[src/rtl/inst_encoder_pkg.sv]
// inst_encoder_pkg: shared constants for the LEGv8 instruction encoder.
// Holds the 4-bit request kind codes, the opcode literals for each format,
// the immediate range limits used by the optional range check, and the
// load-controller state type.
package inst_encoder_pkg;

  // Request kind codes (12..15 are illegal)
  localparam logic [3:0] KIND_NOP  = 4'd0;
  localparam logic [3:0] KIND_ADD  = 4'd1;
  localparam logic [3:0] KIND_SUB  = 4'd2;
  localparam logic [3:0] KIND_AND  = 4'd3;
  localparam logic [3:0] KIND_ORR  = 4'd4;
  localparam logic [3:0] KIND_ADDI = 4'd5;
  localparam logic [3:0] KIND_SUBI = 4'd6;
  localparam logic [3:0] KIND_LDUR = 4'd7;
  localparam logic [3:0] KIND_STUR = 4'd8;
  localparam logic [3:0] KIND_CBZ  = 4'd9;
  localparam logic [3:0] KIND_CBNZ = 4'd10;
  localparam logic [3:0] KIND_B    = 4'd11;

  // Opcode literals
  localparam logic [10:0] OP_ADD  = 11'b10001011000;
  localparam logic [10:0] OP_SUB  = 11'b11001011000;
  localparam logic [10:0] OP_AND  = 11'b10001010000;
  localparam logic [10:0] OP_ORR  = 11'b10101010000;
  localparam logic [9:0]  OP_ADDI = 10'b1001000100;
  localparam logic [9:0]  OP_SUBI = 10'b1101000100;
  localparam logic [10:0] OP_LDUR = 11'b11111000010;
  localparam logic [10:0] OP_STUR = 11'b11111000000;
  localparam logic [7:0]  OP_CBZ  = 8'b10110100;
  localparam logic [7:0]  OP_CBNZ = 8'b10110101;
  localparam logic [5:0]  OP_B    = 6'b000101;

  // Immediate range limits (26-bit view of in_imm)
  localparam logic        [25:0] IMM12_MAX  = 26'd4095;
  localparam logic signed [25:0] D_IMM_MIN  = -26'sd256;
  localparam logic signed [25:0] D_IMM_MAX  = 26'sd255;
  localparam logic signed [25:0] CB_IMM_MIN = -26'sd262144;
  localparam logic signed [25:0] CB_IMM_MAX = 26'sd262143;

  typedef enum logic [1:0] {
    ST_IDLE  = 2'd0,
    ST_RUN   = 2'd1,
    ST_DRAIN = 2'd2
  } state_e;

endpackage

[src/rtl/inst_encoder_fifo.sv]
// enc_word_fifo: synchronous FIFO for encoded instruction words.
// Ports: clk, rst (async, active-high), flush (sync discard of contents),
//        push/push_data, pop/pop_data (head word, zero when empty),
//        full, empty.
// DEPTH must be a power of two and at least 2 so the pointers wrap naturally.
module enc_word_fifo #(
  parameter int DATA_W = 32,
  parameter int DEPTH  = 4
) (
  input  logic              clk,
  input  logic              rst,
  input  logic              flush,
  input  logic              push,
  input  logic [DATA_W-1:0] push_data,
  input  logic              pop,
  output logic [DATA_W-1:0] pop_data,
  output logic              full,
  output logic              empty
);
  localparam int PTR_W = $clog2(DEPTH);
  localparam logic [PTR_W:0]   CNT_ONE  = 1;
  localparam logic [PTR_W:0]   CNT_FULL = DEPTH[PTR_W:0];
  localparam logic [PTR_W-1:0] PTR_ONE  = 1;

  logic [DATA_W-1:0] mem [DEPTH];
  logic [PTR_W-1:0]  wptr, rptr;
  logic [PTR_W:0]    cnt;
  logic              do_push, do_pop;

  assign full    = (cnt == CNT_FULL);
  assign empty   = (cnt == '0);
  assign do_push = push && !full;
  assign do_pop  = pop && !empty;
  // Zero when empty so the write port idles at a known value after reset
  assign pop_data = empty ? '0 : mem[rptr];

  always_ff @(posedge clk or posedge rst) begin
    if (rst) begin
      wptr <= '0;
      rptr <= '0;
      cnt  <= '0;
    end else if (flush) begin
      wptr <= '0;
      rptr <= '0;
      cnt  <= '0;
    end else begin
      if (do_push) wptr <= wptr + PTR_ONE;
      if (do_pop)  rptr <= rptr + PTR_ONE;
      if (do_push && !do_pop)      cnt <= cnt + CNT_ONE;
      else if (!do_push && do_pop) cnt <= cnt - CNT_ONE;
    end
  end

  always_ff @(posedge clk) begin
    if (do_push && !flush) mem[wptr] <= push_data;
  end

endmodule

[src/rtl/inst_encoder.sv]
// inst_encoder: encodes LEGv8 instruction requests (kind + fields) into
// 32-bit words and writes them to instruction memory through a word FIFO.
// Ports:
//   clk, rst (async, active-high)
//   cfg_load/cfg_base_addr   start a program load at a byte address
//   in_valid/in_ready/in_last, in_kind, in_rd, in_rn, in_rm, in_imm
//                            request handshake and instruction fields
//   imem_we/imem_ready, imem_addr, imem_wdata
//                            imem write port with back-pressure
//   busy, done, word_count, err_illegal   status
// Optional: define INST_ENCODER_RANGE_CHECK_EN to add err_range and drop
// requests whose immediate does not fit its field; otherwise immediates are
// truncated to the field width.
module inst_encoder
  import inst_encoder_pkg::*;
#(
  parameter int ADDR_W     = 32,
  parameter int FIFO_DEPTH = 4
) (
  input  logic              clk,
  input  logic              rst,
  input  logic              cfg_load,
  input  logic [ADDR_W-1:0] cfg_base_addr,
  input  logic              in_valid,
  output logic              in_ready,
  input  logic              in_last,
  input  logic [3:0]        in_kind,
  input  logic [4:0]        in_rd,
  input  logic [4:0]        in_rn,
  input  logic [4:0]        in_rm,
  input  logic [25:0]       in_imm,
  output logic              imem_we,
  input  logic              imem_ready,
  output logic [ADDR_W-1:0] imem_addr,
  output logic [31:0]       imem_wdata,
  output logic              busy,
  output logic              done,
  output logic [15:0]       word_count,
  output logic              err_illegal
`ifdef INST_ENCODER_RANGE_CHECK_EN
  ,
  output logic              err_range
`endif
);

  function automatic logic [31:0] encode_word(input logic [3:0] kind,
                                              input logic [4:0] rd,
                                              input logic [4:0] rn,
                                              input logic [4:0] rm,
                                              input logic [25:0] imm);
    logic [31:0] w;
    w = '0;
    case (kind)
      KIND_ADD:  w = {OP_ADD, rm, 6'b0, rn, rd};
      KIND_SUB:  w = {OP_SUB, rm, 6'b0, rn, rd};
      KIND_AND:  w = {OP_AND, rm, 6'b0, rn, rd};
      KIND_ORR:  w = {OP_ORR, rm, 6'b0, rn, rd};
      KIND_ADDI: w = {OP_ADDI, imm[11:0], rn, rd};
      KIND_SUBI: w = {OP_SUBI, imm[11:0], rn, rd};
      KIND_LDUR: w = {OP_LDUR, imm[8:0], 2'b00, rn, rd};
      KIND_STUR: w = {OP_STUR, imm[8:0], 2'b00, rn, rd};
      KIND_CBZ:  w = {OP_CBZ, imm[18:0], rd};
      KIND_CBNZ: w = {OP_CBNZ, imm[18:0], rd};
      KIND_B:    w = {OP_B, imm};
      default:   w = '0;
    endcase
    return w;
  endfunction

  function automatic logic [15:0] sat_inc16(input logic [15:0] v);
    return (v == 16'hFFFF) ? v : v + 16'd1;
  endfunction

`ifdef INST_ENCODER_RANGE_CHECK_EN
  function automatic logic imm_in_range(input logic [3:0] kind,
                                        input logic [25:0] imm);
    logic signed [25:0] imm_s;
    logic               ok;
    imm_s = imm;
    ok    = 1'b1;
    case (kind)
      KIND_ADDI, KIND_SUBI: ok = (imm <= IMM12_MAX);
      KIND_LDUR, KIND_STUR: ok = (imm_s >= D_IMM_MIN) && (imm_s <= D_IMM_MAX);
      KIND_CBZ, KIND_CBNZ:  ok = (imm_s >= CB_IMM_MIN) && (imm_s <= CB_IMM_MAX);
      default:              ok = 1'b1;
    endcase
    return ok;
  endfunction
`endif

  state_e      state_q, state_d;
  logic        accept, legal, keep;
  logic        vld_p0;
  logic [31:0] enc_word_p0;
  logic        fifo_full, fifo_empty, fifo_pop;

  // Stage p0: combinational encode, pushed into the FIFO on acceptance
  assign accept      = in_valid && in_ready;
  assign legal       = (in_kind <= KIND_B);
  assign enc_word_p0 = encode_word(in_kind, in_rd, in_rn, in_rm, in_imm);
`ifdef INST_ENCODER_RANGE_CHECK_EN
  assign keep = legal && imm_in_range(in_kind, in_imm);
`else
  assign keep = legal;
`endif
  assign vld_p0 = accept && keep;

  // Stage p1: FIFO head drives the imem write port
  enc_word_fifo #(
    .DATA_W (32),
    .DEPTH  (FIFO_DEPTH)
  ) u_fifo (
    .clk       (clk),
    .rst       (rst),
    .flush     (cfg_load),
    .push      (vld_p0),
    .push_data (enc_word_p0),
    .pop       (fifo_pop),
    .pop_data  (imem_wdata),
    .full      (fifo_full),
    .empty     (fifo_empty)
  );

  assign imem_we  = !fifo_empty;
  assign fifo_pop = imem_we && imem_ready;
  assign busy     = (state_q != ST_IDLE);

  always_ff @(posedge clk or posedge rst) begin
    if (rst) state_q <= ST_IDLE;
    else     state_q <= state_d;
  end

  always_comb begin
    state_d  = state_q;
    in_ready = 1'b0;
    done     = 1'b0;
    case (state_q)
      ST_RUN: begin
        in_ready = !fifo_full;
        if (in_valid && in_ready && in_last) state_d = ST_DRAIN;
      end
      ST_DRAIN: begin
        // FIFO empty means imem_we is low, so no write is outstanding
        if (fifo_empty) begin
          done    = 1'b1;
          state_d = ST_IDLE;
        end
      end
      default: state_d = state_q;
    endcase
    // A new load restarts from any state and blocks requests for that cycle
    if (cfg_load) begin
      in_ready = 1'b0;
      done     = 1'b0;
      state_d  = ST_RUN;
    end
  end

  always_ff @(posedge clk or posedge rst) begin
    if (rst) begin
      imem_addr   <= '0;
      word_count  <= '0;
      err_illegal <= 1'b0;
    end else if (cfg_load) begin
      imem_addr   <= cfg_base_addr;
      word_count  <= '0;
      err_illegal <= 1'b0;
    end else begin
      if (fifo_pop) begin
        imem_addr  <= imem_addr + ADDR_W'(4);
        word_count <= sat_inc16(word_count);
      end
      if (accept && !legal) err_illegal <= 1'b1;
    end
  end

`ifdef INST_ENCODER_RANGE_CHECK_EN
  always_ff @(posedge clk or posedge rst) begin
    if (rst)                                 err_range <= 1'b0;
    else if (cfg_load)                       err_range <= 1'b0;
    else if (accept && legal && !keep)       err_range <= 1'b1;
  end
`endif

endmodule

[config.mk]
export PLATFORM = sky130hd
export DESIGN_NAME = inst_encoder
export DESIGN_NICKNAME = d
export VERILOG_FILES = /design/src/rtl/inst_encoder_pkg.sv /design/src/rtl/inst_encoder_fifo.sv /design/src/rtl/inst_encoder.sv
export SDC_FILE = /design/constraint.sdc
export NUM_CORES = 1
export LEC_CHECK = 0
export BUFFER_PORTS_ARGS = -buffer_cell sky130_fd_sc_hd__buf_4
export CAP_MARGIN = 30
export CELL_PAD_IN_SITES_DETAIL_PLACEMENT = 0
export CELL_PAD_IN_SITES_GLOBAL_PLACEMENT = 1
export CORE_ASPECT_RATIO = 0.8
export CORE_MARGIN = 4
export CORE_UTILIZATION = 48
export CTS_CLUSTER_SIZE = 24
export DETAILED_ROUTE_END_ITERATION = 10
export PLACE_DENSITY = 0.95
export SYNTH_ARGS = -nofsm -noshare
export SYNTH_HDL_FRONTEND = slang
export SYNTH_SLANG_ARGS = --single-unit
export TNS_END_PERCENT = 50
[constraint.sdc]
create_clock -name clk -period 5.1 [get_ports clk]
set_input_delay 0.255 -clock clk [delete_from_list [all_inputs] [get_ports clk]]
set_output_delay 0.255 -clock clk [all_outputs]
set_load 0.05 [all_outputs]
Word level (Yosys, flattened, before mapping). Memories as Yosys holds them, arrays and structs flattened. Index checks and enable logic that the tools add are counted.

ROM bits: 0. Latch bits: 0. Memory bits (writable): 128. Output and inout bits: 85. Register bits: 58. Memories kept: 1. Logic and storage cells: 87.

Memory list: u_fifo.mem (words 4, bits a word 32, rd ports 1, clocked after Yosys merged registers in 0, write ports 1, RTL line inst_encoder_fifo.sv:25) `logic [DATA_W-1:0] mem [DEPTH];`.

Divide/modulo/power cells: 0. Reductions and logical operators: 27. Multipliers: 0. Bitwise operators: 0. $lt $le $gt $ge: 1. Add/subtract/negate cells: 6. Shift-type cells: 0. Equal/unequal tests: 18. Mux-type cells: 27.

Operators with widths (count): 32-bit one-hot mux with 11 select lines (1); 32-bit 2-to-1 mux (3); 16-bit 2-to-1 mux (3); 32-bit by 3-bit adder with 32-bit output (second input constant) (1); 16-bit by 1-bit adder with 16-bit output (second input constant) (1); 16-bit == test (second input constant) (1); 4-bit by 3-bit == test with 1-bit output (second input constant) (4); 4-bit == test (second input constant) (4); 2-bit 2-to-1 mux (7); 1-bit logical AND (11); 2-bit nonzero test (5); 1-bit 2-to-1 mux (9); 3-bit 2-to-1 mux (3); 4-bit by 2-bit == test with 1-bit output (second input constant) (2); 1-bit zero test (6); 3-bit nonzero test (2); 2-bit by 1-bit adder with 2-bit output (second input constant) (2); 4-bit by 1-bit == test with 1-bit output (second input constant) (1); 4-bit <= comparator (second input constant) (1); 2-bit one-hot mux with 2 select lines (1); 3-bit by 1-bit adder with 3-bit output (second input constant) (1); 3-bit == test (second input constant) (1); 3-bit zero test (1); 3-bit by 2-bit inequality test with 1-bit output (second input constant) (1); 7 further kinds (7).

Longest topological paths before layout.
Depth in word-level cells: 12. Mapped depth: 8. Mapped depth without buffers: 7.

By module. Synthesis repeated with hierarchy kept, for this count alone.

Cell total of the unflattened synthesis: 723. Area total of the unflattened synthesis: 9118.7 µm².

Modules (own cells, without submodules): enc_word_fifo (seq. area each 4018.9 µm², area an instance 5402.7 µm², cells an instance 267, times used 1); inst_encoder (seq. area each 1276.2 µm², area an instance 3716.1 µm², cells an instance 456, times used 1).

Worst setup path after synthesis. No wires, ideal clock.

Path type: input -> output. Start: input port cfg_load. End: output port in_ready. Arrival: 2.511 ns. Data required time: 4.845 ns. Path buffers: 3. Slack: 2.334 ns. Stages on the path: 4. Path through: clkbuf_1 -> clkbuf_1 -> clkbuf_1 -> nor4b_1.

Longest elaborated chain between the ends: 1.

Ends and longest elaborated chain: start, declared (RTL line inst_encoder.sv:22) `input logic cfg_load,`; 1-bit 2-to-1 mux (RTL line inst_encoder.sv:152) `if (cfg_load) begin`; end, declared (RTL line inst_encoder.sv:25) `output logic in_ready,`.

No other way between the ends.

Worst setup path after layout.
Start: register u_fifo.rptr[0]. End: output port imem_wdata[5].

Longest elaborated chain between the ends: 2.

Ends and longest elaborated chain: start, declared (RTL line inst_encoder_fifo.sv:26) `logic [PTR_W-1:0] wptr, rptr;`; start signal, assigned (RTL line inst_encoder_fifo.sv:48) `if (do_pop) rptr <= rptr + PTR_ONE;`; memory 4 x 32 bit; 32-bit 2-to-1 mux (RTL line inst_encoder_fifo.sv:35) `assign pop_data = empty ? '0 : mem[rptr];`; end, declared (RTL line inst_encoder.sv:35) `output logic [31:0] imem_wdata,`.

No other way between the ends.

==> results by group <==
Place
  • DP Worst Slack: 2.675 ns
  • Post-DP HPWL: 14480 um
  • Placer Congestion: 0.9332
  • Port Buffers: around 170

STA
  • Setup TNS: 0 ns
  • Fmax: around 0.35 GHz
  • Fin crit period: 2.839 ns
  • Finish-stage setup viols: 0
  • Slew of the pin with the lowest slew margin: ~0.8 ns
  • Fin. Hold Viols: 0
  • Max-slew headroom: 45.10%
  • Fin. max-slew vios: 0
  • RSZ-0062 raised after global routing: no
  • Worst Setup Slack, final: 2.261 ns
  • Setup Skew: 0.01384 ns
  • Crit share post-route: ~56%

Die
  • Die Footprint: 0.02095 sq mm
  • Die height: 130.3 um
  • Die X: 160.8 um
  • I/O Pins: 168
  • Initial Util: between 40% and 50%
  • Core area: 0.01822 sq mm
  • # rows: 44

Layout
  • # diodes: 0
  • Layout Utilization: 61.23%
  • Layout cells sized above 1: 29.53%
  • Nets@finish: 960
  • Area Growth Syn to Fin: 24.37%

Synth
  • Count of state elements after synthesis: 186
  • Mapped cell area: 0.008971 sq mm
  • Ys Warns: 0
  • Syn_area_per_cell: 12.74 sq um
  • Synth unique cells: 61
  • Sequential-to-total area share from yosys stat: 59.02%
  • Cells after Synth: 704
  • Synthesized Nets: 800
  • Synth Flop Type: edfxtp_1
  • Asr flop ratio synth: 31.18%
  • Post-synth EDFFs: between 100 and 150

Drt
  • DR WL/cell: 19.12 um
  • DRC viols: 0
  • Via count: 6488
  • First-pass DRT Iterations: 6
  • WL final: 21610 um
  • Iteration-0 DRC Markers: approximately 600
  • Routed Antenna Nets: 0
  • Via-to-Cell Ratio: 5.742

CTS
  • Clk slew on worst S/H paths: 0.08 ns
  • CTS Buf Count: 17
  • Root Driver: clkbuf_16
  • CTS tree: built
  • Post-CTS setup buffer count: 0
  • Clock buffer depth: 2
  • Htree depth: 4
  • Post-CTS resize count: 0
  • Clk sinks: 186
  • Clk_lat worst skew: ~0.44 ns

Critical path
  • R2R cell count: 7
  • Startpoint Class: flop
  • R2r startpoint: u_fifo.cnt[2]$_DFFE_PP0P_
  • Worst Path Required: 4.85 ns
  • Worst setup EP type: output port
  • Reg2Reg Setup Slack: 2.69 ns
  • Crit path max fanout: 18
  • Reg-to-Reg End: u_fifo.cnt[2]$_DFFE_PP0P_
  • Critical Path AT: 2.58 ns
  • Crit Path Category: reg -> out

Run status
  • Status: completed

Global route
  • GR Overflow Total: 0
  • Vias in the first global route: 6375
  • First-pass GRT wire length: 34510 um
  • Gr usage total: 21.07%
  • Pin count of the biggest net entering global routing: 76
  • Initial antenna violation count: 0

Power
  • Total Power: 0.004815 W
  • Maximum VDD drop: between 0.2 and 0.25 mV
  • Leak Pwr: 4.169 nW
  • Pwr Density: 431.6 mW/mm^2

Min path
  • Hold Crit Class: in -> async

Flow run
  • Max-Cap Viols: 0
## worst max-delay path, cell delays in order, from the launching register on
cell and delay, ns:
dfrtp_2 0.73, buf_4 0.44, mux4_2 0.55, and2_1 0.19, buf_4 0.19
## final cells by class
type	count	area, sq um
sequential	186	5298
multi-input combinational	456	3432
tap	253	316.6
fill	1426	7066
inverter	18	67.56
clock inverter	15	203.9
timing repair buffer	185	1414
clock buffer	17	425.4
## kinds of logic (layout without fill, tap and decap cells)
family | Yosys count | after routing | share of synthesized area [%]
flip-flops | 186 | 186 | 59.02
multiplexers | 46 | 46 | 9.721
buffers and inverters | 62 | 235 | 2.747
XOR/XNOR | 15 | 15 | 1.464
adder cells (fa/ha/maj) | 13 | 13 | 1.897
AO/OA/AOI/OAI | 136 | 136 | 10.32
AND/OR/NAND/NOR | 246 | 246 | 14.83
## per-stage QoR
| stage | area [sq um] | cells | hold WS [ns] |
|---|---|---|---|
| 2_1_floorplan | 8971 | 704 | 0.3749 |
| 3_3_place_gp | 10440 | 1090 | 0.4640 |
| 3_5_place_dp | 10460 | 1091 | 0.4662 |
| 4_1_cts | 11160 | 1130 | 0.004933 |
| 5_1_grt | 11160 | 1130 | 0.01689 |
| 6_report | 11160 | 1130 | 0.02665 |
## state kept, by name, summed over array words and instances, names as in the netlist
| name | flops |
|---|---|
| u_fifo.wptr | 2 |
| state_q | 2 |
| u_fifo.mem | 128 |
| u_fifo.cnt | 3 |
| u_fifo.rptr | 2 |
| imem_addr | 32 |
| word_count | 16 |
| err_illegal | 1 |
## how the worst max path moves through the flow
stage	from	to	cells after the start
2_1_floorplan	cfg_load	in_ready	4
6_report	u_fifo.rptr[0]$_DFFE_PP0P_	imem_wdata[5]	4
3_3_place_gp	u_fifo.rptr[0]$_DFFE_PP0P_	imem_wdata[31]	4
3_5_place_dp	u_fifo.rptr[0]$_DFFE_PP0P_	imem_wdata[5]	4
4_1_cts	u_fifo.rptr[0]$_DFFE_PP0P_	imem_wdata[5]	4
5_1_grt	u_fifo.rptr[0]$_DFFE_PP0P_	imem_wdata[31]	4
## cells in the mapped netlist (15+ instances only)
library cell  number  area, sq um
edfxtp_1         128         3844
clkbuf_1          37        138.9
nand2_1           55        206.5
and2_1            38        237.7
mux4_2            32        720.7
nor2_1            45        168.9
dfrtp_1           58         1451
o21ai_0           29        145.1
a222oi_1          17        170.2
inv_1             17        63.81
nand3_1           18        90.09
nor4_1            15        93.84
o31ai_1           16        120.1
or4_1             18        135.1
a21oi_1           27        135.1
## power breakdown
part           internal, W  switching (W)
Sequential         0.00172       0.000121
Combinational     0.000585        0.00105
Clock             0.000677       0.000663
## cells in the final DEF (no fill, tap or decap), types with 4 or more instances in the layout
cell type      Yosys  layout
inv_1             17      16
o21ai_0           29      29
nor2b_1            7       7
mux2_2             7       7
nor3_1             6       6
a22oi_1            6       6
inv_8              0       5
o31ai_1           16      16
ha_1              12      12
nand4_1           12      12
o211ai_1           4       4
mux2i_1            5       5
dfrtp_1           58      56
nand3_1           18      18
and4_1             7       7
dlygate4sd3_1      0       7
mux4_2            32      32
or3_1              6       6
xnor2_1           11      11
clkbuf_16          0      17
and2_1            38      38
nor2_1            45      44
clkinv_8           0       7
a222oi_1          17      17
xor2_1             4       4
edfxtp_1         128     128
nor4_1            15      15
buf_4              0     177
nand2_1           55      55
or4_1             18      18
a21oi_1           27      27
a31oi_1           14      14
## layer usage
| layer | vias up | track usage [%] | share of wire (%) |
|---|---|---|---|
| li1 | 3062 | - | - |
| met1 | 3167 | 29.06 | 43 |
| met2 | 220 | 33.53 | 49 |
| met3 | 39 | 4.642 | 6.3 |
| met4 | 0 | 7.573 | 2.1 |
| met5 | - | 0 | 0 |
## repair_timing
| item | CTS | global route |
|---|---|---|
| endpoints found under the hold margin | 7 | 0 |
| hold buffers | 7 | 0 |
| setup endpoints to repair | 0 | 0 |
Power figures use the tool's default switching activity.
